===== config.mk =====
export PLATFORM = sky130hd
export DESIGN_NAME = timer_peripheral
export DESIGN_NICKNAME = d
export VERILOG_FILES = /design/src/rtl/timer_peripheral.sv
export SDC_FILE = /design/constraint.sdc
export NUM_CORES = 1
export LEC_CHECK = 0
export BUFFER_PORTS_ARGS = -buffer_cell sky130_fd_sc_hd__buf_2
export CAP_MARGIN = 40
export CORE_MARGIN = 5
export CORE_UTILIZATION = 45
export CTS_CLUSTER_DIAMETER = 150
export DETAILED_ROUTE_END_ITERATION = 10
export PLACE_DENSITY = 0.68
export SYNTH_ARGS = -nofsm -noshare
export SYNTH_HDL_FRONTEND = slang
export SYNTH_SLANG_ARGS = --single-unit

===== constraint.sdc =====
create_clock -name clk -period 3.8 [get_ports clk]
set_clock_uncertainty 0.15 [all_clocks]
set_input_delay 0.19 -clock clk [delete_from_list [all_inputs] [get_ports clk]]
set_output_delay 0.19 -clock clk [all_outputs]
set_load 0.02 [all_outputs]

===== src/rtl/timer_peripheral.sv =====
// timer_peripheral: memory-mapped 32-bit interval timer driving the CPU IRQ.
// Window 0x4000_000x: TH (+0), TL (+4), TCON (+8), PRE (+C).
// Optional prescaler is compiled in with `define TIMER_PRESCALE_EN; without it
// the PRE slot reads 0, ignores writes and no prescaler flops exist.
module timer_peripheral (
   input  logic        clk,
   input  logic        reset,
   input  logic        rd,
   input  logic        wr,
   input  logic [31:0] addr,
   input  logic [31:0] wdata,
   input  logic        kernel,
   output logic [31:0] rdata,
   output logic        irqout
);

   localparam logic [27:0] WIN_BASE = 28'h4000_000;

   logic [31:0] th_q, th_d;
   logic [31:0] tl_q, tl_d;
   logic [2:0]  tcon_q, tcon_d;

   logic        in_win;
   logic        wr_th, wr_tl, wr_tcon;
   logic        tick, overflow, status_set;
   logic        unused_addr;

   assign in_win      = (addr[31:4] == WIN_BASE);
   assign wr_th       = wr && in_win && (addr[3:2] == 2'd0);
   assign wr_tl       = wr && in_win && (addr[3:2] == 2'd1);
   assign wr_tcon     = wr && in_win && (addr[3:2] == 2'd2);
   assign unused_addr = ^addr[1:0];

`ifdef TIMER_PRESCALE_EN
   logic [15:0] pre_q, pre_d;
   logic [15:0] pcnt_q, pcnt_d;
   logic        wr_pre;

   assign wr_pre = wr && in_win && (addr[3:2] == 2'd3);
   // A tick fires when the prescale count reaches PRE; PRE=0 ticks every cycle
   assign tick   = tcon_q[0] && (pcnt_q == pre_q);

   // Prescaler next state: PRE write restarts the count, disabled timer freezes it
   always_comb begin
      pre_d  = pre_q;
      pcnt_d = pcnt_q;
      if (wr_pre) begin
         pre_d  = wdata[15:0];
         pcnt_d = '0;
      end else if (tcon_q[0]) begin
         pcnt_d = (pcnt_q == pre_q) ? 16'd0 : pcnt_q + 16'd1;
      end
   end

   // Prescaler registers
   always_ff @(posedge clk or negedge reset) begin
      if (!reset) begin
         pre_q  <= '0;
         pcnt_q <= '0;
      end else begin
         pre_q  <= pre_d;
         pcnt_q <= pcnt_d;
      end
   end
`else
   assign tick = tcon_q[0];
`endif

   // Overflow reloads TL from TH instead of incrementing; status only if enabled
   assign overflow   = tick && (tl_q == 32'hFFFF_FFFF);
   assign status_set = overflow && tcon_q[1];

   // Register next state: bus writes win over counting, status never lost
   always_comb begin
      th_d   = th_q;
      tl_d   = tl_q;
      tcon_d = tcon_q;
      if (wr_th)
         th_d = wdata;
      if (wr_tl)
         tl_d = wdata;
      else if (overflow)
         tl_d = th_q;
      else if (tick)
         tl_d = tl_q + 32'd1;
      if (wr_tcon)
         tcon_d = {wdata[2] | status_set, wdata[1:0]};
      else if (status_set)
         tcon_d[2] = 1'b1;
   end

   // Timer state registers
   always_ff @(posedge clk or negedge reset) begin
      if (!reset) begin
         th_q   <= '0;
         tl_q   <= '0;
         tcon_q <= '0;
      end else begin
         th_q   <= th_d;
         tl_q   <= tl_d;
         tcon_q <= tcon_d;
      end
   end

   // Combinational read mux; anything outside the window or without rd reads 0
   always_comb begin
      rdata = '0;
      if (rd && in_win) begin
         case (addr[3:2])
            2'd0:    rdata = th_q;
            2'd1:    rdata = tl_q;
            2'd2:    rdata = {29'd0, tcon_q};
`ifdef TIMER_PRESCALE_EN
            default: rdata = {16'd0, pre_q};
`else
            default: rdata = '0;
`endif
         endcase
      end
   end

   // Kernel mode masks the request without touching the latched status
   assign irqout = tcon_q[1] & tcon_q[2] & ~kernel;

endmodule


==> results of run 1 <==
[worst max-delay path: cells and delay by family (launching register included)]
kind            cells  cell delay (ps)
buf+inv             1              250
fa+ha+maj           1              250
compound gates      1               80
flops               1              410
mux                 1              200
simple gates        3             1370
[flip-flops by register name, indices dropped and copies added (netlist names)]
register / cells
tcon_q: 3
tl_q: 32
th_q: 32
[final timing paths]
path	end	start	depth (start not counted)
worst max-delay path	tl_q[0]	tl_q[0]	7
worst min-delay path	tl_q[19]	reset	2
min in group clk	tcon_q[2]	wr	5
max in group asynchronous	th_q[26]	reset	3
worst max register to register	tl_q[0]	tl_q[0]	7
worst min register to register	th_q[8]	th_q[8]	1
[power by group through the flow]
stage / sequential [mW] / combinational, mW / clock [mW]
detailed placement: 0.727 / 0.0887 / 0
finish: 0.713 / 0.113 / 0.597
floorplan: 0.727 / 0.0252 / 0
CTS: 0.713 / 0.115 / 0.610
global route: 0.712 / 0.125 / 0.638
global placement: 0.727 / 0.0852 / 0
[routing by layer]
metal	GRT usage, %	vias up	routed length [µm]
li1	-	2012	-
met1	26.95	2038	5384
met2	37.65	143	6259
met3	5.533	26	766
met4	6.411	0	215
met5	0	-	0
[logic make-up (layout without fill, tap and decap cells)]
family / after synthesis / after routing / share of synthesized area, %
DFF: 67 / 67 / 37.26
adders and majority gates: 1 / 1 / 0.2780
buffers and inverters: 39 / 169 / 5.951
AOI/OAI and AO/OA: 83 / 83 / 13.71
and+or+nand+nor: 189 / 189 / 22.27
muxes: 81 / 81 / 18.97
xor gates and xnor gates: 8 / 8 / 1.557
[cell usage after synthesis, types with 3 or more instances]
| master | instances |
|---|---|
| nor2_1 | 53 |
| a211oi_1 | 6 |
| nor3_1 | 8 |
| o21ai_0 | 7 |
| xor2_1 | 4 |
| or3_1 | 10 |
| and3_2 | 3 |
| xnor2_1 | 4 |
| buf_2 | 5 |
| o211ai_1 | 12 |
| nand4_1 | 6 |
| clkbuf_8 | 7 |
| o221a_2 | 6 |
| nor2b_1 | 6 |
| a2111oi_0 | 3 |
| or4_1 | 4 |
| a31oi_1 | 11 |
| dfrtp_1 | 67 |
| a21oi_1 | 8 |
| mux2i_1 | 47 |
| o21a_1 | 3 |
| clkbuf_1 | 14 |
| nand3_1 | 17 |
| and4_1 | 5 |
| nand2_1 | 40 |
| and3_1 | 3 |
| o31ai_1 | 19 |
| inv_1 | 7 |
| mux2_2 | 32 |
| nor4_1 | 18 |
[stage by stage]
step / utilization (%) / instances / total power, mW
2_1_floorplan: - / 468 / 0.7520
5_1_grt: 57.13 / 731 / 1.476
3_3_place_gp: 51.55 / 681 / 0.8118
3_5_place_dp: 51.75 / 682 / 0.8153
4_1_cts: 57.13 / 731 / 1.438
6_report: 57.13 / 731 / 1.423
[layout make-up]
type,count,area (µm²),share of cell area (%)
Clock buffer,12,145.1,2.599
Timing Repair Buffer,146,943.4,16.89
Inverter,7,26.28,0.4705
Tap cell,133,166.4,2.980
Clock inverter,4,50.05,0.8963
Multi-Input combinational cell,362,2576,46.13
Sequential cell,67,1677,30.02
[what timing repair did]
item                      in CTS  in global routing
hold buffers                  33                  0
resized for setup              0                  0
hold endpoints to repair     132                  0
==> flow_metrics.tcl, run 1 <==
set metrics [dict create \
    hpwl_mm 8.670 \
    setup_viol 0 \
    vdd.ir_drop.worst_mv 0.2354 \
    post-route-drc-count 0 \
    hold_class "in2async" \
    final_net_count 663 \
    cp-start-kind "flop" \
    switching_share_pct 23.02 \
    tightestPinTransition_ps 653.7 \
    criticalPathCategory "reg2reg" \
    p_int_mw 1.095 \
    synth_area_leaders "dfrtp_1 (37%), mux2i_1 (10%), mux2_2 (8.0%), nor2_1 (4.4%), nand2_1 (3.3%)" \
    path_clk_slew_ps 70 \
    die_w_um 110.0 \
    crit_arrival_ps 2910 \
    io_buffers 99 \
    postLayoutCellArea_um2 5584 \
    io_pins 102 \
    grt_pass1_vias 4378 \
    slowest_delay_ps 680 \
    worst_slack_ps 947.5 \
    p_comb_share_pct 8.0 \
    cts_buffers 9 \
    netlist_area_um2 4499 \
    outcome "finished clean" \
    switching_power_mw 0.3276 \
    clock_sinks 67 \
    firstDrtPassIters 5 \
    p_clk_share_pct 41.9 \
    ys_seq_area_share_pct 37.26 \
    drive_above_1_share_pct 30.94 \
    maxClockFrequency_mhz 350.6 \
    cts.htree.levels 3 \
    diodes 0 \
    wl_per_cell_um 17.27 \
    die_area_um2 12100 \
    worst_ep_required_time_ps 3860 \
    netlist.area_leader.share_pct 37.26 \
    synth_cell_type_count 56 \
    power_density_nw_per_um2 254.8 \
    max-cap-violations 0 \
    fillerInstances 890 \
    drt_iter0_markers 219 \
    track_usage_pct 21.85 \
    dp_slack_ps 986.4 \
    end_kind "flop" \
    antenna_found_initial 0 \
    fin_crit_ps 2853 \
    synthArstFlopShare_pct 100.0 \
    grt_max_degree 37 \
    cp_slowest_cell "or4_1" \
    synth_edf_count 0 \
    path_cells "ha_1 > nand4_1 > or4_1 > nor3_2 > buf_4 > mux2i_1 > o21ai_0" \
    start_util_pct 46.03 \
    syn_avg_cell_area_um2 9.614 \
    insertion_delay_ps 350 \
    ys_seq_elements 67 \
    cts_tree "built" \
    final_cell_mix "buf_2 (99), dfrtp_1 (67), nor2_1 (53), mux2i_1 (47), nand2_1 (40)" \
    gp_congestion 0.8439 \
    pwr-share-seq_pct 50.1 \
    final_max_slew_viol_count 0 \
    r2r_setup_slack_ps 950 \
    power.static_leakage_nw 2.572 \
    wl_mm 12.63 \
    drtAntennaViolNets 0 \
    via_count 4219 \
    core_region_area_um2 9774 \
    die_height_um 110.0 \
    synth_ff_type "dfrtp_1" \
    fin_tns_setup_ps 0 \
    synthesis.instances 468 \
    layout_commonest_cell "buf_2" \
    crit_fanout 10 \
    synth_fp_nets 538 \
    synth_top_cell_by_area "dfrtp_1" \
    rows 36 \
    area_growth_pct 24.11 \
    place_area_um2 5059 \
    post_cts_buffers 0 \
    clock_path_buffers 2 \
    grt_pass1_wl_mm 20.91 \
    yosys_warnings 0 \
    clock-root-buffer "clkbuf_8" \
    rsz0062_at_grt "no" \
    viasPerCell 5.772 \
    hold_viol 0 \
    relSlewSlack_pct 56.42 \
    fin_crit_sh_pct 75.07 \
    grt_remaining_overflow 0 \
    holdWs_ps 53.14 \
]
Power figures use the tool's default switching activity.
==> run 2: changes to the inputs <==
--- a/config.mk
+++ b/config.mk
@@ -5,13 +5,14 @@
 export SDC_FILE = /design/constraint.sdc
 export NUM_CORES = 1
 export LEC_CHECK = 0
+export ABC_AREA = 1
 export BUFFER_PORTS_ARGS = -buffer_cell sky130_fd_sc_hd__buf_2
 export CAP_MARGIN = 40
 export CORE_MARGIN = 5
 export CORE_UTILIZATION = 45
 export CTS_CLUSTER_DIAMETER = 150
 export DETAILED_ROUTE_END_ITERATION = 10
-export PLACE_DENSITY = 0.68
+export PLACE_DENSITY = 0.67
 export SYNTH_ARGS = -nofsm -noshare
 export SYNTH_HDL_FRONTEND = slang
 export SYNTH_SLANG_ARGS = --single-unit
==> constraint.sdc (replaced) <==
create_clock -name clk -period 2.75 [get_ports clk]
set_clock_uncertainty 0.15 [all_clocks]
set_input_delay 0.1375 -clock clk [delete_from_list [all_inputs] [get_ports clk]]
set_output_delay 0.1375 -clock clk [all_outputs]
set_load 0.02 [all_outputs]
==> run 2 against run 1 <==
Worst setup slack worse by 410 ps; sequential share of layout area decreased by 3.3 points; via count increased by 26%; die area rose by 12%; synthesized area is 13% higher; register-to-register slack worse by 410 ps; utilization increased by 0.15 points; synthesized cell count grew 75%; first-iteration DRC count increased by 90%; wire length up 18%; critical path depth grew 2; worst hold slack gained 64 ps; critical path type unchanged; critical endpoint is now tl_q[13]; largest cell class unchanged; largest power group is now the clock network.
==> flow_metrics.tcl, run 2 <==
set metrics [dict create \
    p_int_mw 1.859 \
    fin_crit_ps 2211 \
    wl_per_cell_um 13.74 \
    synth_ff_type "dfrtp_1" \
    fin_tns_setup_ps 0 \
    synthTopCellsByCount "nand2_1 (322), inv_1 (95), nor2_1 (80)" \
    grt_pass1_vias 5087 \
    rsz0062_at_grt "no" \
    final_max_slew_viol_count 0 \
    worst_ep_required_time_ps 2860 \
    power.static_leakage_nw 3.106 \
    area_growth_pct 23.24 \
    diodes 0 \
    crit_arrival_ps 2330 \
    synthesis.instances 818 \
    hold_viol 0 \
    path_clk_slew_ps 50 \
    synth_edf_count 0 \
    synth_most_common_cell "nand2_1" \
    synth_cell_type_count 30 \
    tightestPinTransition_ps 588.1 \
    synthArstFlopShare_pct 100.0 \
    pwr-share-seq_pct 41.8 \
    switching_share_pct 21.27 \
    netlist.area_leader.share_pct 32.99 \
    cp_slowest_cell "dfrtp_1" \
    die_height_um 116.3 \
    final_net_count 1009 \
    die_area_um2 13520 \
    reg_top3 "th_q: 32 flops, tl_q: 32 flops, tcon_q: 3 flops" \
    grt_max_degree 35 \
    crit_fanout 22 \
    final_cell_mix "nand2_1 (322), buf_2 (99), inv_1 (95), nor2_1 (79), dfrtp_1 (67)" \
    vdd.ir_drop.worst_mv 0.2458 \
    track_usage_pct 23.08 \
    cts_buffers 9 \
    synth_top_cell_by_area "dfrtp_1" \
    antenna_found_initial 0 \
    cp-start-kind "flop" \
    fin_crit_sh_pct 80.41 \
    ctsResizeCount 0 \
    io_buffers 99 \
    maxClockFrequency_mhz 452.2 \
    layout_commonest_cell "nand2_1" \
    netlist_area_um2 5082 \
    drt_iter0_markers 417 \
    clock_sinks 67 \
    insertion_delay_ps 330 \
    yosys_warnings 0 \
    grt_remaining_overflow 0 \
    cp_top_family "simple AND/OR/NAND/NOR gates" \
    setup_viol 0 \
    path_cells "ha_1 > inv_1 > nor2_2 > nand2_2 > nor2_4 > nand3_4 > nand3_1 > nand4_1 > nand2_1" \
    core_region_area_um2 10940 \
    cp.buffers_inverters 1 \
    hpwl_mm 10.43 \
    max-cap-violations 0 \
    clock_path_buffers 2 \
    grt_pass1_wl_mm 24.90 \
    outcome "finished clean" \
    firstDrtPassIters 6 \
    switching_power_mw 0.5023 \
    clock-root-buffer "clkbuf_16" \
    gp_congestion 0.9318 \
    end_kind "flop" \
    p_clk_share_pct 51.8 \
    syn_avg_cell_area_um2 6.213 \
    slowest_delay_ps 400 \
    power_density_nw_per_um2 377.0 \
    ys_seq_area_share_pct 32.99 \
    rows 38 \
    die_w_um 116.3 \
    relSlewSlack_pct 60.74 \
    cts.htree.levels 3 \
    synth_fp_nets 888 \
    criticalPathCategory "reg2reg" \
    post-route-drc-count 0 \
    p_comb_share_pct 6.5 \
    via_count 5334 \
    io_pins 102 \
    ys_seq_elements 67 \
    wl_mm 14.88 \
    hold_class "in2reg" \
    start_util_pct 46.48 \
    drive_above_1_share_pct 17.07 \
    viasPerCell 4.925 \
    drtAntennaViolNets 0 \
    cts_tree "built" \
    post-route-util_pct 57.28 \
    synth_area_leaders "dfrtp_1 (33%), nand2_1 (24%), inv_1 (7.0%), nand3_1 (6.3%), nor2_1 (5.9%)" \
]
-- run 2: changes by cell type in the layout (fill, tap and decap cells not counted), moves of 20 or more --
| cell | before | now |
|---|---|---|
| nor2_2 | 0 | 20 |
| a21oi_1 | 8 | 29 |
| mux2i_1 | 47 | 0 |
| nor2_1 | 53 | 79 |
| mux2_2 | 32 | 0 |
| nand3_1 | 17 | 64 |
| nand2_1 | 40 | 322 |
| o21ai_0 | 7 | 40 |
| inv_1 | 7 | 95 |
-- run 2: layout make-up --
type | instances | area, µm²
Tap cell | 140 | 175.2
Clock inverter | 1 | 30.03
Inverter | 97 | 364.1
Sequential cell | 67 | 1677
Timing Repair Buffer | 146 | 930.9
Clock buffer | 14 | 284.0
Multi-Input combinational cell | 618 | 2803
Fill cell | 1123 | 4672
-- run 2: cells by family after synthesis --
group | count (synthesis) | synth area share [%]
and+or+nand+nor | 533 | 45.77
adders and majority gates | 1 | 0.2461
xor gates and xnor gates | 10 | 1.723
buffers and inverters | 133 | 11.91
DFF | 67 | 32.99
AOI/OAI and AO/OA | 74 | 7.361
-- run 2: timing repair --
item	CTS	global route
hold buffers	33	0
endpoints found under the hold margin	89	0
endpoints found under the setup margin	0	0
buffers inserted	0	0
-- run 2: metal layers --
layer	up-vias	global-route usage (%)	share of wire, %
met5	-	0	0
met4	0	6.419	1.1
met3	14	2.591	4.3
met2	122	38.83	47
met1	2399	31.53	48
li1	2799	-	-
-- run 2: worst paths after layout --
| kind | from | end | slack (ps) | cells after the start |
|---|---|---|---|---|
| min reg2reg | tcon_q[2] | tcon_q[2] | 370 | 2 |
| max | tl_q[1] | tl_q[13] | 540 | 9 |
| min in group asynchronous | reset | tcon_q[2] | 210 | 2 |
| max in group asynchronous | reset | tl_q[21] | 1510 | 3 |
| min | addr[3] | tcon_q[1] | 120 | 5 |
| max reg2reg | tl_q[1] | tl_q[13] | 540 | 9 |
-- run 2: power groups by stage --
stage	clock network (mW)	registers [mW]	logic, mW
final	1.22	0.986	0.153
after global routing	1.30	0.986	0.173
after CTS	1.25	0.986	0.154
after detailed placement	0	1.00	0.118
after global placement	0	1.00	0.117
after floorplan	0	1.00	0.0301
-- run 2: per-stage QoR --
step	std cells	setup slack [ps]	hold slack (ps)	total power [mW]	cell area, µm²
finish	1083	538.7	117.4	2.361	6264
global route	1083	321.2	163.2	2.456	6264
CTS	1083	524.0	114.4	2.389	6264
detailed placement	1035	557.0	15.98	1.122	5619
global placement	1035	553.5	19.80	1.121	5619
floorplan	818	933.5	-308.1	1.034	5082
-- run 2: worst reg2reg max path: stages (launching register included) --
cell and delay [ps]:
dfrtp_1 400, ha_1 200, inv_1 60, nor2_2 220, nand2_2 160, nor2_4 290, nand3_4 310, nand3_1 190
nand4_1 90, nand2_1 80
==> run 3: changes to the inputs <==
--- a/config.mk
+++ b/config.mk
@@ -12,7 +12,7 @@
 export CORE_UTILIZATION = 45
 export CTS_CLUSTER_DIAMETER = 150
 export DETAILED_ROUTE_END_ITERATION = 10
-export PLACE_DENSITY = 0.67
+export PLACE_DENSITY = 0.7
 export SYNTH_ARGS = -nofsm -noshare
 export SYNTH_HDL_FRONTEND = slang
 export SYNTH_SLANG_ARGS = --single-unit
==> constraint.sdc (replaced) <==
create_clock -name clk -period 2 [get_ports clk]
set_clock_uncertainty 0.15 [all_clocks]
set_input_delay 0.1 -clock clk [delete_from_list [all_inputs] [get_ports clk]]
set_output_delay 0.1 -clock clk [all_outputs]
set_load 0.02 [all_outputs]
==> run 3 against run 2 <==
Worst hold slack worse by 19 ps; sequential share of layout area is 1.2 points lower; worst setup slack worse by 410 ps; final area is 5.0% higher; via count is 4.6% higher; first-iteration DRC count is 3.8% lower; critical path depth is 1 higher; non-clock buffer count is 35 higher; largest power group unchanged; critical path type unchanged; combinational power is 38% higher; sequential power is 38% higher; final cell count is 3.2% higher; largest cell class unchanged.
==> flow_metrics.tcl, run 3 (synthesis gave the netlist of run 2 again) <==
set metrics [dict create \
    crit_arrival_ps 1930 \
    clock_sinks 67 \
    post-route-util_pct 60.15 \
    cp.buffers_inverters 2 \
    path_clk_slew_ps 60 \
    end_kind "flop" \
    die_height_um 116.3 \
    worst_ep_required_time_ps 2070 \
    switching_share_pct 22.83 \
    cts_buffers 9 \
    cp_top_family "simple AND/OR/NAND/NOR gates" \
    crit_top_cell "nand2_1" \
    maxClockFrequency_mhz 535.7 \
    grt_pass1_vias 5311 \
    area_growth_pct 29.42 \
    relSlewSlack_pct 55.49 \
    fin_crit_sh_pct 93.33 \
    vdd.ir_drop.worst_mv 0.3085 \
    via_count 5580 \
    tightestPinTransition_ps 667.6 \
    final_net_count 1044 \
    grt_remaining_overflow 0 \
    die_w_um 116.3 \
    reg_top3 "th_q: 32 flops, tl_q: 32 flops, tcon_q: 3 flops" \
    cp_slowest_cell "dfrtp_1" \
    grt_pass1_wl_mm 25.19 \
    power.static_leakage_nw 3.270 \
    post-route-drc-count 0 \
    antenna_found_initial 0 \
    max-cap-violations 0 \
    fin_crit_ps 1867 \
    firstDrtPassIters 5 \
    hpwl_mm 10.98 \
    viasPerCell 4.991 \
    p_int_mw 2.327 \
    core_region_area_um2 10940 \
    switching_power_mw 0.6882 \
    cp-start-kind "flop" \
    drtAntennaViolNets 0 \
    drive_above_1_share_pct 21.27 \
    io_pins 102 \
    crit_fanout 24 \
    p_clk_share_pct 48.0 \
    outcome "finished clean" \
    path_cells "nand2_1 > nor2_1 > nand2_1 > inv_2 > nand3_4 > buf_12 > nor2_1 > nor2_1 > nand2_1 > nand2_1" \
    drt_iter0_markers 401 \
    p_comb_share_pct 7.0 \
    setup_viol 0 \
    gp_congestion 0.9633 \
    rows 38 \
    final_max_slew_viol_count 0 \
    clock-root-buffer "clkbuf_16" \
    cts.htree.levels 3 \
    start_util_pct 46.48 \
    hold_class "in2reg" \
    clock_path_buffers 2 \
    layout_commonest_cell "nand2_1" \
    insertion_delay_ps 330 \
    p_total_mw 3.015 \
    final_cell_mix "nand2_1 (321), buf_2 (99), inv_1 (95), nor2_1 (73), dfrtp_1 (65)" \
    hold_viol 0 \
    wl_per_cell_um 13.55 \
    slowest_delay_ps 360 \
    io_buffers 99 \
    wl_mm 15.15 \
    diodes 0 \
    holdWs_ps 98.52 \
    cts_tree "built" \
    criticalPathCategory "reg2reg" \
    power_density_nw_per_um2 458.4 \
    pwr-share-seq_pct 45.0 \
    die_area_um2 13520 \
    grt_max_degree 65 \
    track_usage_pct 23.07 \
]
-- run 3: changes by cell type in the layout (fill, tap and decap cells not counted), moves of 3 or more --
cell / previous run / this run
nor2_2: 20 / 24
clkinvlp_4: 0 / 3
clkbuf_8: 4 / 1
buf_12: 0 / 4
nor2_1: 79 / 73
buf_4: 14 / 45
-- run 3: path summary, 6_finish.rpt --
check                               start         to  slack (ps)  depth (start not counted)
worst max-delay path             tl_q[19]    tl_q[4]         130                         10
worst min-delay path              addr[3]  tcon_q[1]         100                          5
worst max register to register   tl_q[19]    tl_q[4]         130                         10
worst min register to register  tcon_q[2]  tcon_q[2]         370                          2
max in group asynchronous           reset   tl_q[26]         830                          3
min in group asynchronous           reset   th_q[26]         200                          2
-- run 3: routing by layer --
layer  wire, µm  vias to the layer above  GRT usage [%]
li1           -                     2864              -
met1       6995                     2520          31.19
met2       7097                      182          38.94
met3        888                       14          3.679
met4        171                        0          5.259
met5          0                        -              0
-- run 3: worst register-to-register path, cell delays in order, from the launching register on --
cell	delay, ps
dfrtp_1	360
nand2_1	120
nor2_1	230
nand2_1	150
inv_2	200
nand3_4	100
buf_12	180
nor2_1	100
nor2_1	60
nand2_1	70
nand2_1	50
-- run 3: final cells by class --
class	count	area (µm²)
clock buffers	11	242.7
clock inverters	4	27.53
fillers	1083	4358
inverters	97	364.1
multi-input cells	618	2845
flip-flops and latches	67	1679
well taps	140	175.2
repair buffers	181	1244
-- run 3: repair_timing --
action	in CTS	in global routing
resized for setup	0	14
endpoints found under the hold margin	92	0
setup buffers	0	2
hold buffers	33	0
setup endpoints to repair	0	32
-- run 3: power by group through the flow --
| stage | clock network, mW | logic [mW] | registers [mW] |
|---|---|---|---|
| global placement | 0 | 0.162 | 1.38 |
| floorplan | 0 | 0.0414 | 1.38 |
| CTS | 1.47 | 0.214 | 1.36 |
| detailed placement | 0 | 0.165 | 1.38 |
| finish | 1.45 | 0.211 | 1.36 |
| global route | 1.54 | 0.238 | 1.36 |
-- run 3: metrics by stage --
step	setup TNS [ps]	std cells	setup slack, ps	cell area, µm²
final	0	1118	133.4	6578
after global routing	-0.3424	1118	-0.3424	6578
after CTS	0	1116	21.49	6518
after detailed placement	0	1068	48.42	5917
after global placement	0	1068	68.03	5917
after floorplan	0	818	183.5	5082
